`src/rtl/alu_issue_ctrl.sv`:
```
// Issue/collect stage around an external 8-bit combinational ALU: registers one request,
// captures the ALU result a cycle later and hands it back over a valid/ready response port.
module alu_issue_ctrl #(
  parameter int                 DATA_W   = 8,
  parameter int                 CNT_W    = 16,
  parameter logic [DATA_W-1:0]  ACC_INIT = '0
) (
  input  logic              clk,
  input  logic              rst,
  input  logic              req_valid,
  output logic              req_ready,
  input  logic [3:0]        req_opcode,
  input  logic [DATA_W-1:0] req_a,
  input  logic [DATA_W-1:0] req_b,
  input  logic              req_use_acc,
  output logic [3:0]        alu_opcode,
  output logic [DATA_W-1:0] alu_a,
  output logic [DATA_W-1:0] alu_b,
  input  logic [DATA_W-1:0] alu_y,
  input  logic              alu_zero,
  input  logic              alu_overflow,
  output logic              rsp_valid,
  input  logic              rsp_ready,
  output logic [DATA_W-1:0] rsp_y,
  output logic              rsp_zero,
  output logic              rsp_overflow,
  output logic              rsp_err,
  output logic [DATA_W-1:0] acc,
  output logic              ovf_sticky,
  input  logic              clr_sticky,
  output logic [CNT_W-1:0]  op_count
);

  localparam logic [1:0] S_IDLE = 2'd0;
  localparam logic [1:0] S_EXEC = 2'd1;
  localparam logic [1:0] S_RESP = 2'd2;

  localparam logic [3:0] OP_DIV = 4'd3;
  localparam logic [3:0] OP_MAX = 4'd9;

  logic [1:0]        r_state;
  logic [1:0]        w_state_next;
  logic [3:0]        r_alu_opcode;
  logic [DATA_W-1:0] r_alu_a;
  logic [DATA_W-1:0] r_alu_b;
  logic [DATA_W-1:0] r_rsp_y;
  logic              r_rsp_zero;
  logic              r_rsp_overflow;
  logic              r_rsp_err;
  logic [DATA_W-1:0] r_acc;
  logic              r_ovf_sticky;
  logic [CNT_W-1:0]  r_op_count;

  logic              w_accept;
  logic              w_legal;
  logic              w_capture;
  logic              w_rsp_done;
  logic [DATA_W-1:0] w_op_a;

  assign w_accept   = (r_state == S_IDLE) && req_valid;
  assign w_capture  = (r_state == S_EXEC);
  assign w_rsp_done = (r_state == S_RESP) && rsp_ready;
  // Operand a may come from the accumulator value present in the accept cycle.
  assign w_op_a     = req_use_acc ? r_acc : req_a;
  assign w_legal    = (req_opcode <= OP_MAX) &&
                      !((req_opcode == OP_DIV) && (req_b == '0));

  always_comb begin
    w_state_next = r_state;
    case (r_state)
      S_IDLE: begin
        if (req_valid) begin
          w_state_next = w_legal ? S_EXEC : S_RESP;
        end
      end
      S_EXEC: w_state_next = S_RESP;
      S_RESP: begin
        if (rsp_ready) begin
          w_state_next = S_IDLE;
        end
      end
      default: w_state_next = S_IDLE;
    endcase
  end

  always_ff @(posedge clk) begin
    if (rst) begin
      r_state <= S_IDLE;
    end else begin
      r_state <= w_state_next;
    end
  end

  // Illegal requests never reach the ALU, so its inputs keep the last legal op.
  always_ff @(posedge clk) begin
    if (rst) begin
      r_alu_opcode <= '0;
      r_alu_a      <= '0;
      r_alu_b      <= '0;
    end else if (w_accept && w_legal) begin
      r_alu_opcode <= req_opcode;
      r_alu_a      <= w_op_a;
      r_alu_b      <= req_b;
    end
  end

  always_ff @(posedge clk) begin
    if (rst) begin
      r_rsp_y        <= '0;
      r_rsp_zero     <= 1'b0;
      r_rsp_overflow <= 1'b0;
      r_rsp_err      <= 1'b0;
    end else if (w_accept && !w_legal) begin
      r_rsp_y        <= '0;
      r_rsp_zero     <= 1'b0;
      r_rsp_overflow <= 1'b0;
      r_rsp_err      <= 1'b1;
    end else if (w_capture) begin
      r_rsp_y        <= alu_y;
      r_rsp_zero     <= alu_zero;
      r_rsp_overflow <= alu_overflow;
      r_rsp_err      <= 1'b0;
    end
  end

  always_ff @(posedge clk) begin
    if (rst) begin
      r_acc <= ACC_INIT;
    end else if (w_capture) begin
      r_acc <= alu_y;
    end
  end

  // A capture with overflow takes priority over a simultaneous clear.
  always_ff @(posedge clk) begin
    if (rst) begin
      r_ovf_sticky <= 1'b0;
    end else if (w_capture && alu_overflow) begin
      r_ovf_sticky <= 1'b1;
    end else if (clr_sticky) begin
      r_ovf_sticky <= 1'b0;
    end
  end

  always_ff @(posedge clk) begin
    if (rst) begin
      r_op_count <= '0;
    end else if (w_rsp_done && !(&r_op_count)) begin
      r_op_count <= r_op_count + 1'b1;
    end
  end

  assign req_ready    = (r_state == S_IDLE);
  assign rsp_valid    = (r_state == S_RESP);
  assign alu_opcode   = r_alu_opcode;
  assign alu_a        = r_alu_a;
  assign alu_b        = r_alu_b;
  assign rsp_y        = r_rsp_y;
  assign rsp_zero     = r_rsp_zero;
  assign rsp_overflow = r_rsp_overflow;
  assign rsp_err      = r_rsp_err;
  assign acc          = r_acc;
  assign ovf_sticky   = r_ovf_sticky;
  assign op_count     = r_op_count;

endmodule

```
`config.mk`:
```
export PLATFORM = sky130hd
export DESIGN_NAME = alu_issue_ctrl
export DESIGN_NICKNAME = d
export VERILOG_FILES = /design/src/rtl/alu_issue_ctrl.sv
export SDC_FILE = /design/constraint.sdc
export NUM_CORES = 1
export LEC_CHECK = 0
export BUFFER_PORTS_ARGS = -buffer_cell sky130_fd_sc_hd__buf_2
export CORE_ASPECT_RATIO = 0.5
export CORE_MARGIN = 5
export CORE_UTILIZATION = 44
export CTS_CLUSTER_DIAMETER = 60
export CTS_CLUSTER_SIZE = 8
export DETAILED_ROUTE_END_ITERATION = 6
export PLACE_DENSITY = 0.75
export SYNTH_ARGS = -nofsm -noshare
export SYNTH_HDL_FRONTEND = slang
export SYNTH_SLANG_ARGS = --single-unit
```
`constraint.sdc`:
```
create_clock -name clk -period 1.65 [get_ports clk]
set_input_delay 0.165 -clock clk [delete_from_list [all_inputs] [get_ports clk]]
set_output_delay 0.165 -clock clk [all_outputs]
set_load 0.01 [all_outputs]
```
* Word-level counts from Yosys, hierarchy flattened *
Cells that the tools add are included.
Widths: inputs -> output; s select.

word-level totals
  register bits after elaboration = 58
  input bits = 36
  output and inout bits = 58
  word-level logic and storage cells = 45

cells by class
  add/subtract/negate cells = 1
  order comparisons = 1
  equal/unequal tests = 5
  multiplexer cells = 9
  reductions and logical operators = 18

operator list
  kind                   count
  $add 16x1->16 const B  1
  $reduce_and 16->1      1
  $logic_and 1x1->1      8
  $logic_not 8->1        1
  $mux 8                 1
  $mux 2                 3
  $pmux 2 s3             1
  $eq 4x2->1 const B     1
  $le 4x4->1 const B     1
  $mux 1                 4
  $reduce_bool 2->1      2
  $logic_not 1->1        3
  $eq 2x1->1 const B     1
  $eq 2x2->1 const B     1
  $logic_not 2->1        1
  $ne 2x1->1 const B     1
  $ne 2x2->1 const B     1
  $reduce_and 2->1       1
  $reduce_or 2->1        1

* Logic depth before layout (Yosys ltp) *
  word-level depth = 7
  depth in mapped cells = 6
  depth with buffers taken out = 5

* Least setup slack after synthesis *
Ideal clock, no wire load.

  kind = reg-to-reg
  start point = register r_op_count[10] (netlist: op_count[10])
  end point = register r_op_count[13] (netlist: op_count[13])
  setup time = 0.123 ns
  arrival = 1.613 ns
  setup slack = -0.086 ns
  stages on the path, launching flop included = 5
  period minus slack after synthesis = 1.736 ns
  cells stage by stage = dfxtp_1 > nand3_1 > or3_4 > nor4b_2 > mux2_1

between the ends
  word-level cells in the longest chain between the ends = 3

ends and longest elaborated chain
  element                                                RTL line  source
  start, declared                                        52        logic [CNT_W-1:0] r_op_count;
  start signal, assigned                                 149       r_op_count <= r_op_count + 1'b1;
  branches (longest 3 deep; another with $add 16x1->16)  --

Parallel ways; which one is timed is not known.
A chain may end at the register's enable or synchronous reset.

* Final worst setup path *
  start point = register r_op_count[4] (netlist: op_count[4])
  end point = register r_op_count[11] (netlist: op_count[11])

The elaborated chain is that of the path after synthesis.

==> flow_summary.json <==
{
  "synth-edff-count": 0,
  "cts-root-buf": "clkbuf_16",
  "setup_ws_ns": 0.00738,
  "clock_latency_ns": 0.33,
  "ys_seq_area_share_pct": 45.6,
  "synthFlopType": "dfxtp_1",
  "synth_area_leaders": "dfxtp_1 (46%), a21oi_1 (9.8%), nand2_1 (5.2%), mux2i_1 (3.5%), nand3_1 (3.5%)",
  "critPathMaxFanout": 7,
  "synth.avg_cell_area_um2": 8.93,
  "drt-pass1-iter-count": 4,
  "critPathCapture": "op_count[11]",
  "synth_nets": 322,
  "drt.antenna.violating_nets": 0,
  "hold_buffers": 0,
  "core_area_um2": 5540,
  "status": "completed",
  "grt.overflow.total": 0,
  "clock_sinks": 58,
  "multi_input_area_um2": 1380,
  "synth_seq_cells": 58,
  "drc": 0,
  "fill_cells": 457,
  "async_flop_share_pct": 0,
  "ir_drop_mv": 0.655,
  "wl_met3_um": 516,
  "wire_per_inst_um": 16.3,
  "max_freq_mhz": 609,
  "post-route-util_pct": 67.6,
  "critPathCaptureType": "register",
  "wl_met1_mm": 3.13,
  "io_pins": 94,
  "cts_inserted_buffers": 9,
  "slew_headroom_pct": 68.4,
  "instances_no_fill": 480,
  "grt_use_total_pct": 20.6,
  "dr_total_vias": 2678,
  "r2r-start": "op_count[4]",
  "ff2ff_setup_slack_ns": 0.007,
  "wl_met2_mm": 4.03,
  "grt_max_degree": 29,
  "setup_viol": 0,
  "start_kind": "register",
  "fp.dieW_um": 118,
  "post-place-ws_ns": -0.0486,
  "wl_mm": 7.80,
  "placed_cells": 460,
  "synth_cell_types": 47,
  "ff2ff_path_depth": 4,
  "yosys_warnings": 0,
  "gp_congestion": 0.805,
  "rsz0062_at_grt": "yes",
  "slew_viol_final": 0,
  "cts_tree": "built",
  "synth_top_cell_area_share_pct": 45.6,
  "num_rows": 19,
  "ys_top_cells_by_count": "dfxtp_1 (58), a21oi_1 (50), nand2_1 (35), nand3_1 (18), o21ai_0 (14)",
  "fin_crit_sh_pct": 99.6,
  "grt_pass1_wl_mm": 12.6,
  "htreeDepth": 3,
  "dieArea_um2": 7500,
  "seqCellArea_um2": 1190,
  "diodes": 0,
  "antenna_found_initial": 0,
  "fin_setup_tns_ns": 0,
  "power_per_cell_area_nw_per_um2": 1040,
  "syn_area_um2": 2540,
  "hold_violations": 0,
  "drive_gt1_share_pct": 43.0,
  "period_needed_ns": 1.64,
  "crit_arrival_ns": 1.86,
  "floorplan.initialDensity_pct": 45.9,
  "tightest_slew_ns": 0.474,
  "startpoint": "op_count[4]",
  "post-synth-top-area-cell": "dfxtp_1",
  "clkTransAtPathRegs_ns": 0.05,
  "via_per_inst": 5.58,
  "syn-instance-count": 285,
  "drt_iter0_drc": 174,
  "die_y_um": 63.8,
  "cp.required_ns": 1.86,
  "grt_pass1_vias": 2755,
  "cap_violations": 0,
  "r2r_end": "op_count[11]",
  "skew_ns": 0.00772,
  "hpwlAfterDp_mm": 5.39,
  "portBuffers": 93,
  "crit_type": "reg2reg",
  "worstHoldPathType": "in2reg",
  "cts_buffer_depth": 2,
  "hold_ws_ns": 0.0824,
  "areaGrowthSynthToFinish_pct": 47.1,
  "dr.max_layer_used": "met4",
  "synthMostInstantiatedCell": "dfxtp_1",
  "final_nets": 440,
  "leakagePower_nw": 1.65
}
## kinds of logic after synthesis
group / count (synthesis) / share of synthesized area [%]
buffers and inverters: 21 / 3.44
and+or+nand+nor: 104 / 24.8
muxes: 12 / 4.87
adders and majority gates: 1 / 0.492
AOI/OAI and AO/OA: 89 / 20.7
DFF: 58 / 45.6
## cell usage in the layout, fill, tap and decap left out, drive strengths merged, types with 6 or more instances in the layout
cell type    n
dfxtp       58
a311oi       8
buf        125
a21oi       51
nand4        6
clkbuf      13
mux2i        9
nand3       18
o31ai        6
nor2b        6
nor4         7
o21ai       16
nand2       35
## how the worst min path moves through the flow
stage	slack [ns]	endpoint	depth (start not counted)	startpoint
2_1_floorplan	0.30	rsp_zero	2	alu_zero
3_3_place_gp	0.41	rsp_zero	3	alu_zero
3_5_place_dp	0.42	rsp_zero	3	alu_zero
4_1_cts	0.08	rsp_zero	3	alu_zero
5_1_grt	0.08	rsp_zero	3	alu_zero
6_report	0.08	rsp_zero	3	alu_zero
## flip-flops by register name (all words and copies together), names as in the netlist
name	flops
rsp_overflow	1
ovf_sticky	1
alu_b	8
rsp_err	1
alu_opcode	4
op_count	16
acc	8
alu_a	8
rsp_y	8
r_state	2
rsp_zero	1
## power by group
part	switching, W	total, W	internal [W]
Combinational	0.000216	0.000398	0.000183
Sequential	0.0000317	0.00149	0.00145
Clock	0.000602	0.00199	0.00139
Total	0.000849	0.00388	0.00303
## worst max-delay path: stages, from the launching register on
cell and delay [ns]:
dfxtp_4 0.38, and4_4 0.25, nand4_1 0.21, nor4b_4 0.37
mux2_4 0.32
## layer usage
metal | GRT usage, % | vias to the layer above
met5 | 0 | -
met4 | 7.73 | 0
met3 | 7.84 | 15
met2 | 36.8 | 81
met1 | 22.5 | 1289
li1 | - | 1293
## timing repair
item	in CTS	in global routing
cloned	1	0
pin swaps	0	9
setup buffers	0	4
gates resized for setup	3	25
setup endpoints to repair	7	29
## metrics by stage
stage	area, µm²	power (W)
finish	3740	0.00388
floorplan	2560	0.00171
global route	3740	0.00403
global placement	3260	0.00187
CTS	3620	0.00389
detailed placement	3260	0.00189
## cell type report
cell class / count / share of cell area [%]
clock inverters: 2 / 1.60
repair buffers: 126 / 20.2
multi-input cells: 206 / 36.9
flip-flops and latches: 58 / 31.8
well taps: 73 / 2.44
clock buffers: 13 / 6.95
inverters: 2 / 0.201
Power figures use the tool's default switching activity.
